$ cat src/rtl/ifmap_row_framer_pkg.sv
// Shared CNN framing definitions: default widths, flag bit positions and the
// framer state encoding.
package ifmap_row_framer_pkg;

    localparam int DEF_DATA_WIDTH         = 16;
    localparam int DEF_IFMAP_BUFFER_WIDTH = DEF_DATA_WIDTH + 2;
    localparam int DEF_FILTER_SIZE_WIDTH  = 5;
    localparam int DEF_ROW_CNT_WIDTH      = 16;

    // Start-of-row flag sits in the MSB, end-of-row flag just below it.
    function automatic int sof_bit(input int buffer_width);
        return buffer_width - 1;
    endfunction

    function automatic int eof_bit(input int buffer_width);
        return buffer_width - 2;
    endfunction

    localparam int SOF_BIT = sof_bit(DEF_IFMAP_BUFFER_WIDTH);
    localparam int EOF_BIT = eof_bit(DEF_IFMAP_BUFFER_WIDTH);

    typedef enum logic [1:0] {
        ST_IDLE   = 2'd0,
        ST_STREAM = 2'd1,
        ST_FLUSH  = 2'd2
    } state_t;

endpackage

$ cat src/rtl/ifmap_row_framer_out_reg.sv
// Single-entry valid/ready output register. The held word stays stable until
// the downstream side accepts it; a new word may enter on the same edge.
module ifmap_out_reg #(
    parameter int WIDTH = 18
) (
    input  logic             clk,
    input  logic             reset,
    input  logic [WIDTH-1:0] i_data,
    input  logic             i_valid,
    output logic             o_ready,
    output logic [WIDTH-1:0] o_data,
    output logic             o_valid,
    input  logic             i_ready
);

    logic [WIDTH-1:0] r_data;
    logic             r_valid;

    // Room for a new word when empty or when the held word leaves this edge.
    assign o_ready = !r_valid || i_ready;
    assign o_data  = r_data;
    assign o_valid = r_valid;

    // Load on free slot, otherwise hold.
    // NOTE: sequential state uses non-blocking assignments so every register samples pre-edge values.
    always_ff @(posedge clk or negedge reset) begin
        if (!reset) begin
            // NOTE: the data register is reset too, because the buffer input must read zero in reset.
            r_data  <= '0;
            r_valid <= 1'b0;
        end else if (o_ready) begin
            r_valid <= i_valid;
            if (i_valid) begin
                r_data <= i_data;
            end
        end
    end

endmodule

$ cat src/rtl/ifmap_row_framer.sv
// Frames a raw activation stream into IFmap words {sof, eof, data} and can
// append a zero flush row of filter_size words at a row boundary.
module ifmap_row_framer
    import ifmap_row_framer_pkg::*;
#(
    parameter int DATA_WIDTH         = DEF_DATA_WIDTH,
    parameter int IFMAP_BUFFER_WIDTH = DATA_WIDTH + 2,
    parameter int FILTER_SIZE_WIDTH  = DEF_FILTER_SIZE_WIDTH,
    parameter int ROW_CNT_WIDTH      = DEF_ROW_CNT_WIDTH
) (
    input  logic                          clk,
    input  logic                          reset,
    input  logic                          enable,
    input  logic [FILTER_SIZE_WIDTH-1:0]  filter_size,
    input  logic [DATA_WIDTH-1:0]         s_data,
    input  logic                          s_valid,
    input  logic                          s_last,
    output logic                          s_ready,
    input  logic                          flush,
    output logic                          flush_busy,
    output logic [IFMAP_BUFFER_WIDTH-1:0] IFmap_buffer_in,
    output logic                          IFmap_buffer_write_enable,
    input  logic                          IFmap_buffer_ready,
    output logic [ROW_CNT_WIDTH-1:0]      rows_done,
    output logic                          short_row
);

    localparam int EOF_POS = eof_bit(IFMAP_BUFFER_WIDTH);

    state_t                          r_state;
    logic                            r_sof_pending;
    logic                            r_flush_pending;
    logic                            r_short_row;
    logic [ROW_CNT_WIDTH-1:0]        r_word_cnt;
    logic [ROW_CNT_WIDTH-1:0]        r_rows_done;
    logic [FILTER_SIZE_WIDTH-1:0]    r_flush_len;
    logic [FILTER_SIZE_WIDTH-1:0]    r_flush_idx;

    logic                            w_out_ready;
    logic                            w_xfer;
    logic                            w_go_flush;
    logic                            w_accept;
    logic                            w_flush_load;
    logic                            w_flush_done;
    logic                            w_row_short;
    logic                            w_in_valid;
    logic [IFMAP_BUFFER_WIDTH-1:0]   w_in_data;
    logic [IFMAP_BUFFER_WIDTH-1:0]   w_data_word;
    logic [IFMAP_BUFFER_WIDTH-1:0]   w_flush_word;

    assign w_xfer      = IFmap_buffer_write_enable && IFmap_buffer_ready;
    // Flush starts only at a row boundary; that cycle blocks new input so the
    // flush row cannot interleave with a data row.
    assign w_go_flush  = (r_state == ST_STREAM) && r_flush_pending && r_sof_pending;
    assign s_ready     = (r_state == ST_STREAM) && enable && !w_go_flush && w_out_ready;
    assign w_accept    = s_valid && s_ready;

    assign w_flush_load = (r_state == ST_FLUSH) && (r_flush_idx != r_flush_len) && w_out_ready;
    // All flush words loaded and the last one has left (or none was needed).
    assign w_flush_done = (r_state == ST_FLUSH) && (r_flush_idx == r_flush_len)
                          && (!IFmap_buffer_write_enable || IFmap_buffer_ready);

    assign w_row_short = ({1'b0, r_word_cnt} + {{ROW_CNT_WIDTH{1'b0}}, 1'b1})
                         < {{(ROW_CNT_WIDTH + 1 - FILTER_SIZE_WIDTH){1'b0}}, filter_size};

    assign w_data_word  = {r_sof_pending, s_last, s_data};
    assign w_flush_word = {(r_flush_idx == '0),
                           (r_flush_idx == r_flush_len - {{(FILTER_SIZE_WIDTH-1){1'b0}}, 1'b1}),
                           {DATA_WIDTH{1'b0}}};

    assign w_in_valid = w_accept || w_flush_load;
    assign w_in_data  = (r_state == ST_FLUSH) ? w_flush_word : w_data_word;

    assign flush_busy = r_flush_pending || (r_state == ST_FLUSH);
    assign rows_done  = r_rows_done;
    assign short_row  = r_short_row;

    ifmap_out_reg #(
        .WIDTH (IFMAP_BUFFER_WIDTH)
    ) u_out_reg (
        .clk     (clk),
        .reset   (reset),
        .i_data  (w_in_data),
        .i_valid (w_in_valid),
        .o_ready (w_out_ready),
        .o_data  (IFmap_buffer_in),
        .o_valid (IFmap_buffer_write_enable),
        .i_ready (IFmap_buffer_ready)
    );

    // Mode FSM: idle / stream data / emit flush row.
    always_ff @(posedge clk or negedge reset) begin
        if (!reset) begin
            r_state     <= ST_IDLE;
            r_flush_len <= '0;
            r_flush_idx <= '0;
        end else begin
            unique case (r_state)
                ST_IDLE: begin
                    if (enable) begin
                        r_state <= ST_STREAM;
                    end
                end
                ST_STREAM: begin
                    if (w_go_flush) begin
                        r_state     <= ST_FLUSH;
                        r_flush_len <= filter_size;
                        r_flush_idx <= '0;
                    end else if (!enable && !IFmap_buffer_write_enable) begin
                        r_state <= ST_IDLE;
                    end
                end
                ST_FLUSH: begin
                    if (w_flush_load) begin
                        r_flush_idx <= r_flush_idx + 1'b1;
                    end
                    if (w_flush_done) begin
                        r_state <= ST_STREAM;
                    end
                end
                default: r_state <= ST_IDLE;
            endcase
        end
    end

    // Latch a flush request until its flush row has fully left.
    always_ff @(posedge clk or negedge reset) begin
        if (!reset) begin
            r_flush_pending <= 1'b0;
        end else if (w_flush_done) begin
            r_flush_pending <= 1'b0;
        end else if (flush && !flush_busy) begin
            r_flush_pending <= 1'b1;
        end
    end

    // Row framing and word-in-row counting on each accepted word.
    always_ff @(posedge clk or negedge reset) begin
        if (!reset) begin
            r_sof_pending <= 1'b1;
            r_word_cnt    <= '0;
            r_short_row   <= 1'b0;
        end else if (w_accept) begin
            r_sof_pending <= s_last;
            if (s_last) begin
                r_word_cnt <= '0;
                if (w_row_short) begin
                    r_short_row <= 1'b1;
                end
            end else begin
                r_word_cnt <= r_word_cnt + 1'b1;
            end
        end
    end

    // Count rows when their end-flagged word actually reaches the buffer.
    always_ff @(posedge clk or negedge reset) begin
        if (!reset) begin
            r_rows_done <= '0;
        end else if (w_xfer && IFmap_buffer_in[EOF_POS]) begin
            r_rows_done <= r_rows_done + 1'b1;
        end
    end

endmodule

$ cat config.mk
export PLATFORM = sky130hd
export DESIGN_NAME = ifmap_row_framer
export DESIGN_NICKNAME = d
export VERILOG_FILES = /design/src/rtl/ifmap_row_framer_pkg.sv /design/src/rtl/ifmap_row_framer_out_reg.sv /design/src/rtl/ifmap_row_framer.sv
export SDC_FILE = /design/constraint.sdc
export NUM_CORES = 1
export LEC_CHECK = 0
export BUFFER_PORTS_ARGS = -buffer_cell sky130_fd_sc_hd__buf_2
export CAP_MARGIN = 10
export CORE_ASPECT_RATIO = 1.75
export CORE_MARGIN = 4
export CORE_UTILIZATION = 35
export CTS_BUF_LIST = sky130_fd_sc_hd__clkbuf_16
export DETAILED_ROUTE_END_ITERATION = 7
export GPL_TIMING_DRIVEN = 0
export HOLD_SLACK_MARGIN = 0.06
export SKIP_CTS_REPAIR_TIMING = 1
export SLEW_MARGIN = 10
export SYNTH_ARGS = -nofsm -noshare
export SYNTH_HDL_FRONTEND = slang
export SYNTH_HIERARCHICAL = 1
export SYNTH_SLANG_ARGS = --single-unit
$ cat constraint.sdc
create_clock -name clk -period 2.7 [get_ports clk]
set_input_delay 0.27 -clock clk [delete_from_list [all_inputs] [get_ports clk]]
set_output_delay 0.27 -clock clk [all_outputs]
set_load 0.05 [all_outputs]
==> flow_metrics.env <==
export IMPL_synth_commonest_cells="dfrtp_1 (65), nand2_1 (40), o21ai_0 (24)"
export IMPL_syn_nets=392
export IMPL_peakVddDrop_v=0.0006898
export IMPL_ys_flop_type="dfrtp_1"
export IMPL_drc_errors=0
export IMPL_synthArstFlopShare_pct=100.0
export IMPL_start_util_pct=36.27
export IMPL_slew_headroom_pct=51.32
export IMPL_drv_slew=0
export IMPL_grt_max_degree=43
export IMPL_cts_path_max_buffers=2
export IMPL_track_usage_pct=14.58
export IMPL_layout_nets=469
export IMPL_routed_wirelength_um=8268
export IMPL_p_leak_nw=2.076
export IMPL_multi_input_area_um2=1833
export IMPL_nFillCells=993
export IMPL_syn_area_um2=3616
export IMPL_yosys_warnings=6
export IMPL_finalSetupViolations=0
export IMPL_rows=48
export IMPL_first_pass_iters=4
export IMPL_cp_start_kind="flip-flop"
export IMPL_required_ns=2.91
export IMPL_regArea_um2=1653
export IMPL_cp_data_arrival_time_ns=2.68
export IMPL_p_per_area_nw_per_um2=1026
export IMPL_drt_iter0_drc=47
export IMPL_fin_skew_ns=0.004793
export IMPL_clkSinkCount=66
export IMPL_worstSetupPathType="reg -> reg"
export IMPL_antennaDiodeCount=0
export IMPL_wl_per_cell_um=14.71
export IMPL_finalSetupTns_ns=0
export IMPL_gp_congestion=0.8556
export IMPL_numCtsBuffers=9
export IMPL_tightest_slew_ns=0.7247
export IMPL_worst_hold_slack_ns=0.2022
export IMPL_syn_mean_instance_area_um2=10.19
export IMPL_synth_edf_count=0
export IMPL_antenna_found_initial=0
export IMPL_num_io_pins=66
export IMPL_hp_class="in -> reg"
export IMPL_die_area_um2=12090
export IMPL_synth_top_area_share_pct=44.98
export IMPL_status="finished, final reports clean"
export IMPL_vias=2856
export IMPL_period_needed_ns=2.466
export IMPL_seq_area_frac_synth_pct=45.71
export IMPL_max_cap_viol_count=0
export IMPL_min_from="filter_size[0]"
export IMPL_fmax_mhz=405.5
export IMPL_root_buffer="clkbuf_16"
export IMPL_grt_overflow_total=0
export IMPL_via_per_inst=5.082
export IMPL_grt_pass1_wl_um=14140
export IMPL_netlist_top_cells_area="dfrtp_1 (45%), mux2_4 (4.2%), nand2_1 (4.2%)"
export IMPL_cts_tree="done"
export IMPL_cp_startpoint="u_out_reg/o_valid$_DFFE_PN0P_"
export IMPL_synth_top_area_cell="dfrtp_1"
export IMPL_fin_crit_sh_pct=91.33
export IMPL_synth_most_common_cell="dfrtp_1"
export IMPL_synth_cells=355
export IMPL_chipHeight_um=142.5
export IMPL_insertion_delay_ns=0.33
export IMPL_hold_viol_final=0
export IMPL_timing_rr_start="u_out_reg/o_valid$_DFFE_PN0P_"
export IMPL_area_growth_pct=22.21
export IMPL_core_um2=9970
export IMPL_drive_above_1_share_pct=27.92
export IMPL_path_max_fanout=10
export IMPL_place_hpwl_um=6273
export IMPL_clkTransAtPathRegs_ns=0.06
export IMPL_grt_pass1_vias=2907
export IMPL_grt_setup_unrepaired="no"
export IMPL_h_tree_depth=3
export IMPL_ys_seq_elements=66
export IMPL_antenna_left=0
export IMPL_endpoint_kind="flip-flop"
export IMPL_dieWidth_um=84.84
export IMPL_yosys_cell_types_count=49
export IMPL_port_buffers=64
-- critical path, stage by stage (launching register included) --
cell and delay (ns):
dfrtp_1 0.49, nand2b_4 0.11, and4b_1 0.25, nand3_1 0.23
clkbuf_1 0.39, nand2b_1 0.18, nand2_4 0.17, buf_6 0.20
mux2_4 0.32
-- kinds of logic (layout without fill, tap and decap cells) --
kind of cell | after synthesis | after routing | share of synthesized area, %
simple gates | 138 | 138 | 21.31
flops | 66 | 66 | 45.71
fa+ha+maj | 9 | 9 | 3.114
mux | 29 | 29 | 9.792
buf+inv | 29 | 111 | 3.598
xor+xnor | 28 | 28 | 6.782
compound gates | 56 | 56 | 9.689
-- path summary, 6_finish.rpt --
path	depth (start not counted)	to	slack [ns]
hold reg to reg	1	rows_done[15]$_DFFE_PN0P_	0.47
min in group asynchronous	2	r_flush_len[0]$_DFFE_PN0P_	0.39
setup / recovery	8	u_out_reg/o_data[4]$_DFFE_PN0P_	0.23
hold / removal	2	r_flush_len[0]$_DFFE_PN0P_	0.20
setup reg to reg	8	u_out_reg/o_data[4]$_DFFE_PN0P_	0.23
max in group asynchronous	3	rows_done[11]$_DFFE_PN0P_	1.78
-- state kept, by name, indices dropped and copies added, names as in the netlist --
register / count
rows_done: 16
u_out_reg/o_valid: 1
u_out_reg/o_data: 18
r_flush_pending: 1
short_row: 1
r_word_cnt: 16
r_flush_len: 5
r_state: 2
r_flush_idx: 5
r_sof_pending: 1
-- cells in the final DEF (no fill, tap or decap), types with 4 or more instances in the layout --
cell / count
a21oi_1: 14
and2_1: 19
and3_1: 4
and4_1: 4
buf_2: 68
clkbuf_1: 9
clkbuf_16: 9
dfrtp_1: 65
ha_1: 9
inv_1: 13
mux2_2: 11
mux2_4: 10
mux2i_1: 8
nand2_1: 40
nand2b_1: 8
nand3_1: 14
nand4_1: 8
nor2_1: 12
nor3_1: 10
o21ai_0: 24
xnor2_1: 16
xor2_1: 12
-- report_power, final --
group / internal [W] / total (W) / leakage, nW / switching, W
sequential: 0.00126 / 0.00150 / 0.844 / 0.000234
combinational: 0.000679 / 0.00189 / 1.09 / 0.00121
clock: 0.000712 / 0.00115 / 0.143 / 0.000438
-- stage by stage --
stage	instance area (um2)	util [%]	power [W]	std cells	setup WS, ns
6_report	4419	44.33	0.004535	562	0.2342
3_3_place_gp	4093	41.05	0.003355	544	0.2561
4_1_cts	4409	44.23	0.004592	561	0.1849
3_5_place_dp	4115	41.28	0.003414	545	0.2027
2_1_floorplan	3616	-	0.002949	355	0.3418
5_1_grt	4419	44.33	0.004813	562	0.04549
-- layer usage --
metal | vias up | wire, um | track usage, % | share of wire (%)
met1 | 1377 | 3213 | 15.91 | 39
met3 | 9 | 346 | 3.302 | 4.2
met4 | 0 | 150 | 5.588 | 1.8
met5 | - | 0 | 0 | 0
met2 | 73 | 4557 | 27.01 | 55
li1 | 1397 | - | - | -
-- layout make-up --
| cell class | count | area share (%) |
|---|---|---|
| Buffer | 16 | 1.840 |
| Clock inverter | 7 | 1.557 |
| Multi-Input combinational cell | 260 | 41.48 |
| Clock buffer | 9 | 5.096 |
| Tap cell | 125 | 3.539 |
| Inverter | 13 | 1.104 |
| Timing Repair Buffer | 66 | 7.984 |
| Sequential cell | 66 | 37.40 |
Note: power is estimated with default switching activity, not from simulation.
